`config.mk`:
```
export PLATFORM = sky130hd
export DESIGN_NAME = regfile_multiport
export DESIGN_NICKNAME = d
export VERILOG_FILES = /design/src/rtl/regfile_multiport.sv
export SDC_FILE = /design/constraint.sdc
export NUM_CORES = 1
export LEC_CHECK = 0
export CORE_ASPECT_RATIO = 2
export CORE_MARGIN = 2
export CORE_UTILIZATION = 30
export CTS_BUF_LIST = sky130_fd_sc_hd__clkbuf_4 sky130_fd_sc_hd__clkbuf_8
export DETAILED_ROUTE_END_ITERATION = 8
export SLEW_MARGIN = 10
export SYNTH_ARGS = -nofsm -noshare
export SYNTH_HDL_FRONTEND = slang
export SYNTH_SLANG_ARGS = --single-unit
```
`constraint.sdc`:
```
create_clock -name clk -period 10.1 [get_ports clk]
set_input_delay 1.515 -clock clk [delete_from_list [all_inputs] [get_ports clk]]
set_output_delay 1.515 -clock clk [all_outputs]
set_load 0.05 [all_outputs]
```
`src/rtl/regfile_multiport.sv`:
```
// Decode-stage register file: one write port, two registered read ports,
// optional hardwired-zero entry 0, write-to-read bypass and a clear sweep.
module regfile_multiport #(
  parameter int DATA_W   = 32,
  parameter int ADDR_W   = 5,
  parameter bit ZERO_REG = 1'b1,
  parameter bit BYPASS   = 1'b1
) (
  input  logic              clk,
  input  logic              rst_n,
  input  logic              we,
  input  logic [ADDR_W-1:0] waddr,
  input  logic [DATA_W-1:0] wdata,
  input  logic              re,
  input  logic [ADDR_W-1:0] raddr_a,
  input  logic [ADDR_W-1:0] raddr_b,
  input  logic              clr,
  output logic [DATA_W-1:0] rdata_a,
  output logic [DATA_W-1:0] rdata_b,
  output logic              busy
);

  // state | meaning
  // ------+----------------------------------------------------
  // IDLE  | normal access; we/re/clr honoured
  // CLEAR | one entry zeroed per cycle at ptr; accesses blocked
  typedef enum logic {S_IDLE = 1'b0, S_CLEAR = 1'b1} state_t;

  localparam int                DEPTH    = 2 ** ADDR_W;
  localparam logic [ADDR_W-1:0] PTR_LAST = {ADDR_W{1'b1}};
  localparam logic [ADDR_W-1:0] PTR_ONE  = ADDR_W'(1);

  state_t            state_q, state_d;
  logic [ADDR_W-1:0] ptr_q, ptr_d;

  logic [DATA_W-1:0] mem [DEPTH];
  logic              mem_we;
  logic [ADDR_W-1:0] mem_waddr;
  logic [DATA_W-1:0] mem_wdata;
  logic              rd_load;
  logic              wr_live;
  logic [DATA_W-1:0] rd_a_d, rd_b_d;

  // A write to entry 0 with ZERO_REG set is dropped entirely, including bypass.
  assign wr_live = we && !(ZERO_REG && (waddr == '0));

  always_ff @(posedge clk or negedge rst_n) begin
    if (!rst_n) begin
      state_q <= S_CLEAR;
      ptr_q   <= '0;
    end else begin
      state_q <= state_d;
      ptr_q   <= ptr_d;
    end
  end

  always_comb begin
    state_d = state_q;
    ptr_d   = ptr_q;
    case (state_q)
      S_IDLE: begin
        if (clr) begin
          state_d = S_CLEAR;
          ptr_d   = '0;
        end
      end
      S_CLEAR: begin
        ptr_d = ptr_q + PTR_ONE;
        if (ptr_q == PTR_LAST) state_d = S_IDLE;
      end
    endcase
  end

  always_comb begin
    busy      = 1'b0;
    mem_we    = 1'b0;
    mem_waddr = waddr;
    mem_wdata = wdata;
    rd_load   = 1'b0;
    case (state_q)
      S_IDLE: begin
        mem_we  = wr_live;
        rd_load = re;
      end
      S_CLEAR: begin
        busy      = 1'b1;
        mem_we    = 1'b1;
        mem_waddr = ptr_q;
        mem_wdata = '0;
      end
    endcase
  end

  // Array is deliberately not reset; the sweep zeroes it after every reset.
  always_ff @(posedge clk) begin
    if (mem_we) mem[mem_waddr] <= mem_wdata;
  end

  always_comb begin
    rd_a_d = mem[raddr_a];
    if (ZERO_REG && (raddr_a == '0))
      rd_a_d = '0;
    else if (BYPASS && wr_live && (waddr == raddr_a))
      rd_a_d = wdata;
  end

  always_comb begin
    rd_b_d = mem[raddr_b];
    if (ZERO_REG && (raddr_b == '0))
      rd_b_d = '0;
    else if (BYPASS && wr_live && (waddr == raddr_b))
      rd_b_d = wdata;
  end

  always_ff @(posedge clk or negedge rst_n) begin
    if (!rst_n) begin
      rdata_a <= '0;
      rdata_b <= '0;
    end else if (rd_load) begin
      rdata_a <= rd_a_d;
      rdata_b <= rd_b_d;
    end
  end

endmodule

```
==> results.sh <==
export IMPL_skew_ns=0.0495
export IMPL_hold_buffers=0
export IMPL_finalSetupViolCount=0
export IMPL_postPlaceCellArea_um2=54200
export IMPL_switching_power_mw=3.99
export IMPL_cts_repair_resized=0
export IMPL_top_usage_layer="met2"
export IMPL_p_leak_nw=18.7
export IMPL_grtUsageMet3=0.0289
export IMPL_clkTransAtPathRegs_ns=0.07
export IMPL_maxCapViolations=0
export IMPL_insertion_delay_ns=0.84
export IMPL_hold_path_class="reg -> reg"
export IMPL_seqPwrFrac=0.490
export IMPL_drive_gt1_frac=0.272
export IMPL_fin_tns_setup_ns=0
export IMPL_synth_cell_type_count=40
export IMPL_overflow=0
export IMPL_grt_pass1_wl_um=238000
export IMPL_vias_per_cell=5.87
export IMPL_cts_sinks=1094
export IMPL_irDropWorstVdd_mv=0.113
export IMPL_combPwrFrac=0.225
export IMPL_hold_viol_final=0
export IMPL_fin_crit_ns=4.89
export IMPL_met2_usage=0.362
export IMPL_grt_util_all_layers=0.198
export IMPL_synthFlopType="edfxtp_1"
export IMPL_synth_fp_nets=2815
export IMPL_timing_final_crit_share=0.484
export IMPL_crit_required_ns=8.59
export IMPL_antenna_found_initial=8
export IMPL_vias=30300
export IMPL_crit_arrival_ns=3.37
export IMPL_fmax_ghz=0.205
export IMPL_whs_ns=0.592
export IMPL_syn_area_per_cell_um2=18.2
export IMPL_netlist_area_leader_share=0.612
export IMPL_synth_edff_count=1024
export IMPL_coreArea_um2=167000
export IMPL_final_area_um2=57200
export IMPL_ant_nets=0
export IMPL_syn_inst=2761
export IMPL_syn_area_um2=50200
export IMPL_critPathLaunchType="flop"
export IMPL_yosys_top_cells_area="edfxtp_1 (61%), mux4_2 (17%), mux2i_1 (5.2%)"
export IMPL_root_buffer="clkbuf_8"
export IMPL_clockPowerShare=0.285
export IMPL_synthArstFlopShare=0.0640
export IMPL_power_density_nw_per_um2=218
export IMPL_placementRows=212
export IMPL_die_w_um=293
export IMPL_io_pins=117
export IMPL_cts_tree="built"
export IMPL_drv_slew=0
export IMPL_yosysTopAreaCell="edfxtp_1"
export IMPL_postCtsSetupRepairBufs=0
export IMPL_numPortBuffers=116
export IMPL_dp_slack_ns=4.67
export IMPL_gr_usage_met1=0.209
export IMPL_slew_headroom=0.138
export IMPL_yosysSeqAreaShare=0.647
export IMPL_synth_seq_cells=1094
export IMPL_cp_end_kind="primary output"
export IMPL_die_area_um2=171000
export IMPL_area_delta_synth_final_pct=13.9
export IMPL_fillers=15600
export IMPL_start_util=0.302
export IMPL_routed_wl_um=172000
export IMPL_die_y_um=583
export IMPL_tightest_slew_ns=1.29
export IMPL_rsz0062_at_grt="false"
export IMPL_crit_type="reg -> out"
export IMPL_h_tree_depth=4
export IMPL_gp_congestion=0.819
export IMPL_wire_per_inst_um=33.3
export IMPL_dp_hpwl_um=102000
export IMPL_final_nets=2962
export IMPL_p_int_mw=8.51
export IMPL_drt_pass1_iterations=5
export IMPL_drc_errors=0
export IMPL_r2r_slack_ns=5.71
export IMPL_outcome="finished, final reports clean"
export IMPL_p_sw_frac=0.319
export IMPL_power_mw=12.5
export IMPL_setup_ws_ns=5.21
export IMPL_cts_buffers=153
export IMPL_drtIter0Drc=2972
export IMPL_grt_max_degree=107
export IMPL_grt_pass1_vias=32500
export IMPL_clockBufferDepth=4
export IMPL_synth_yosys_warnings=0
export IMPL_path_max_fanout=31
## state kept, by name, indices dropped and copies added (netlist names)
signal and count:
state_q 1, rdata_b 32, ptr_q 5, rdata_a 32
mem 1024
## per-layer routing
metal | part of all wire | up-vias
met2 | 0.53 | 1424
met5 | 0.00024 | -
met4 | 0.078 | 6
met3 | 0.059 | 560
li1 | - | 12200
met1 | 0.33 | 16200
## cell families (layout without fill, tap and decap cells)
| logic type | after synthesis | count (layout) | synth area share |
|---|---|---|---|
| AOI/OAI and AO/OA | 593 | 593 | 0.0837 |
| xor gates and xnor gates | 12 | 12 | 0.00209 |
| adders and majority gates | 2 | 2 | 0.000498 |
| buffers and inverters | 229 | 485 | 0.0220 |
| DFF | 1094 | 1094 | 0.647 |
| muxes | 647 | 647 | 0.225 |
| other | 0 | 3 | 0 |
| and+or+nand+nor | 184 | 184 | 0.0200 |
## critical path, cell delays in order, from the launching register on
cell	delay [ns]
dfstp_4	1.02
buf_4	0.59
clkdlybuf4s50_1	0.92
## layout by cell type, fill, tap and decap left out, types with 64 or more instances in the layout
master,synthesis,final
a221oi_1,128,128
clkdlybuf4s50_1,0,107
edfxtp_1,1024,1024
o21ai_0,68,68
a22o_1,64,64
a21oi_1,129,129
or3_1,64,64
clkbuf_8,0,172
mux4_2,384,384
buf_4,36,101
dfrtp_1,69,69
mux2i_1,260,260
a22oi_1,192,192
## synthesized netlist by cell type (14+ instances only)
| library cell | instances |
|---|---|
| a22o_1 | 64 |
| nor2_1 | 43 |
| nand2_1 | 14 |
| buf_4 | 36 |
| a22oi_1 | 192 |
| dfrtp_1 | 69 |
| nor2b_1 | 38 |
| a21oi_1 | 129 |
| mux4_2 | 384 |
| a221oi_1 | 128 |
| o21ai_0 | 68 |
| edfxtp_1 | 1024 |
| clkbuf_1 | 135 |
| buf_2 | 35 |
| mux2i_1 | 260 |
| or3_1 | 64 |
## power by group through the flow
stage	sequential, mW	clock, mW	combinational, mW
global placement	6.19	0	2.80
finish	6.12	3.57	2.81
floorplan	6.43	0	1.27
CTS	6.13	3.62	2.83
global route	6.18	3.77	2.92
detailed placement	6.22	0	2.82
## area by class of cell
class / count / area [um^2] / area share
Timing Repair Buffer: 217 / 1930 / 0.0337
Antenna cell: 3 / 7.51 / 0.000131
Clock buffer: 215 / 2690 / 0.0470
Inverter: 4 / 15.0 / 0.000262
Sequential cell: 1094 / 32500 / 0.568
Clock inverter: 49 / 363 / 0.00634
Tap cell: 2140 / 2680 / 0.0468
Multi-Input combinational cell: 1438 / 17000 / 0.298
## per-stage QoR
step	utilization	cells
floorplan	-	2761
finish	0.344	5160
CTS	0.343	5157
global route	0.343	5158
detailed placement	0.325	4893
global placement	0.325	4893
## worst paths after layout
check	to	cells past startpoint	start
max	busy	2	state_q
min	ptr_q[4]	2	ptr_q[4]
max reg2reg	mem[4][24]	5	state_q
min reg2reg	ptr_q[4]	2	ptr_q[4]
max in group asynchronous	rdata_a[24]	2	rst_n
min in group asynchronous	rdata_b[4]	1	rst_n
Power figures use the tool's default switching activity.
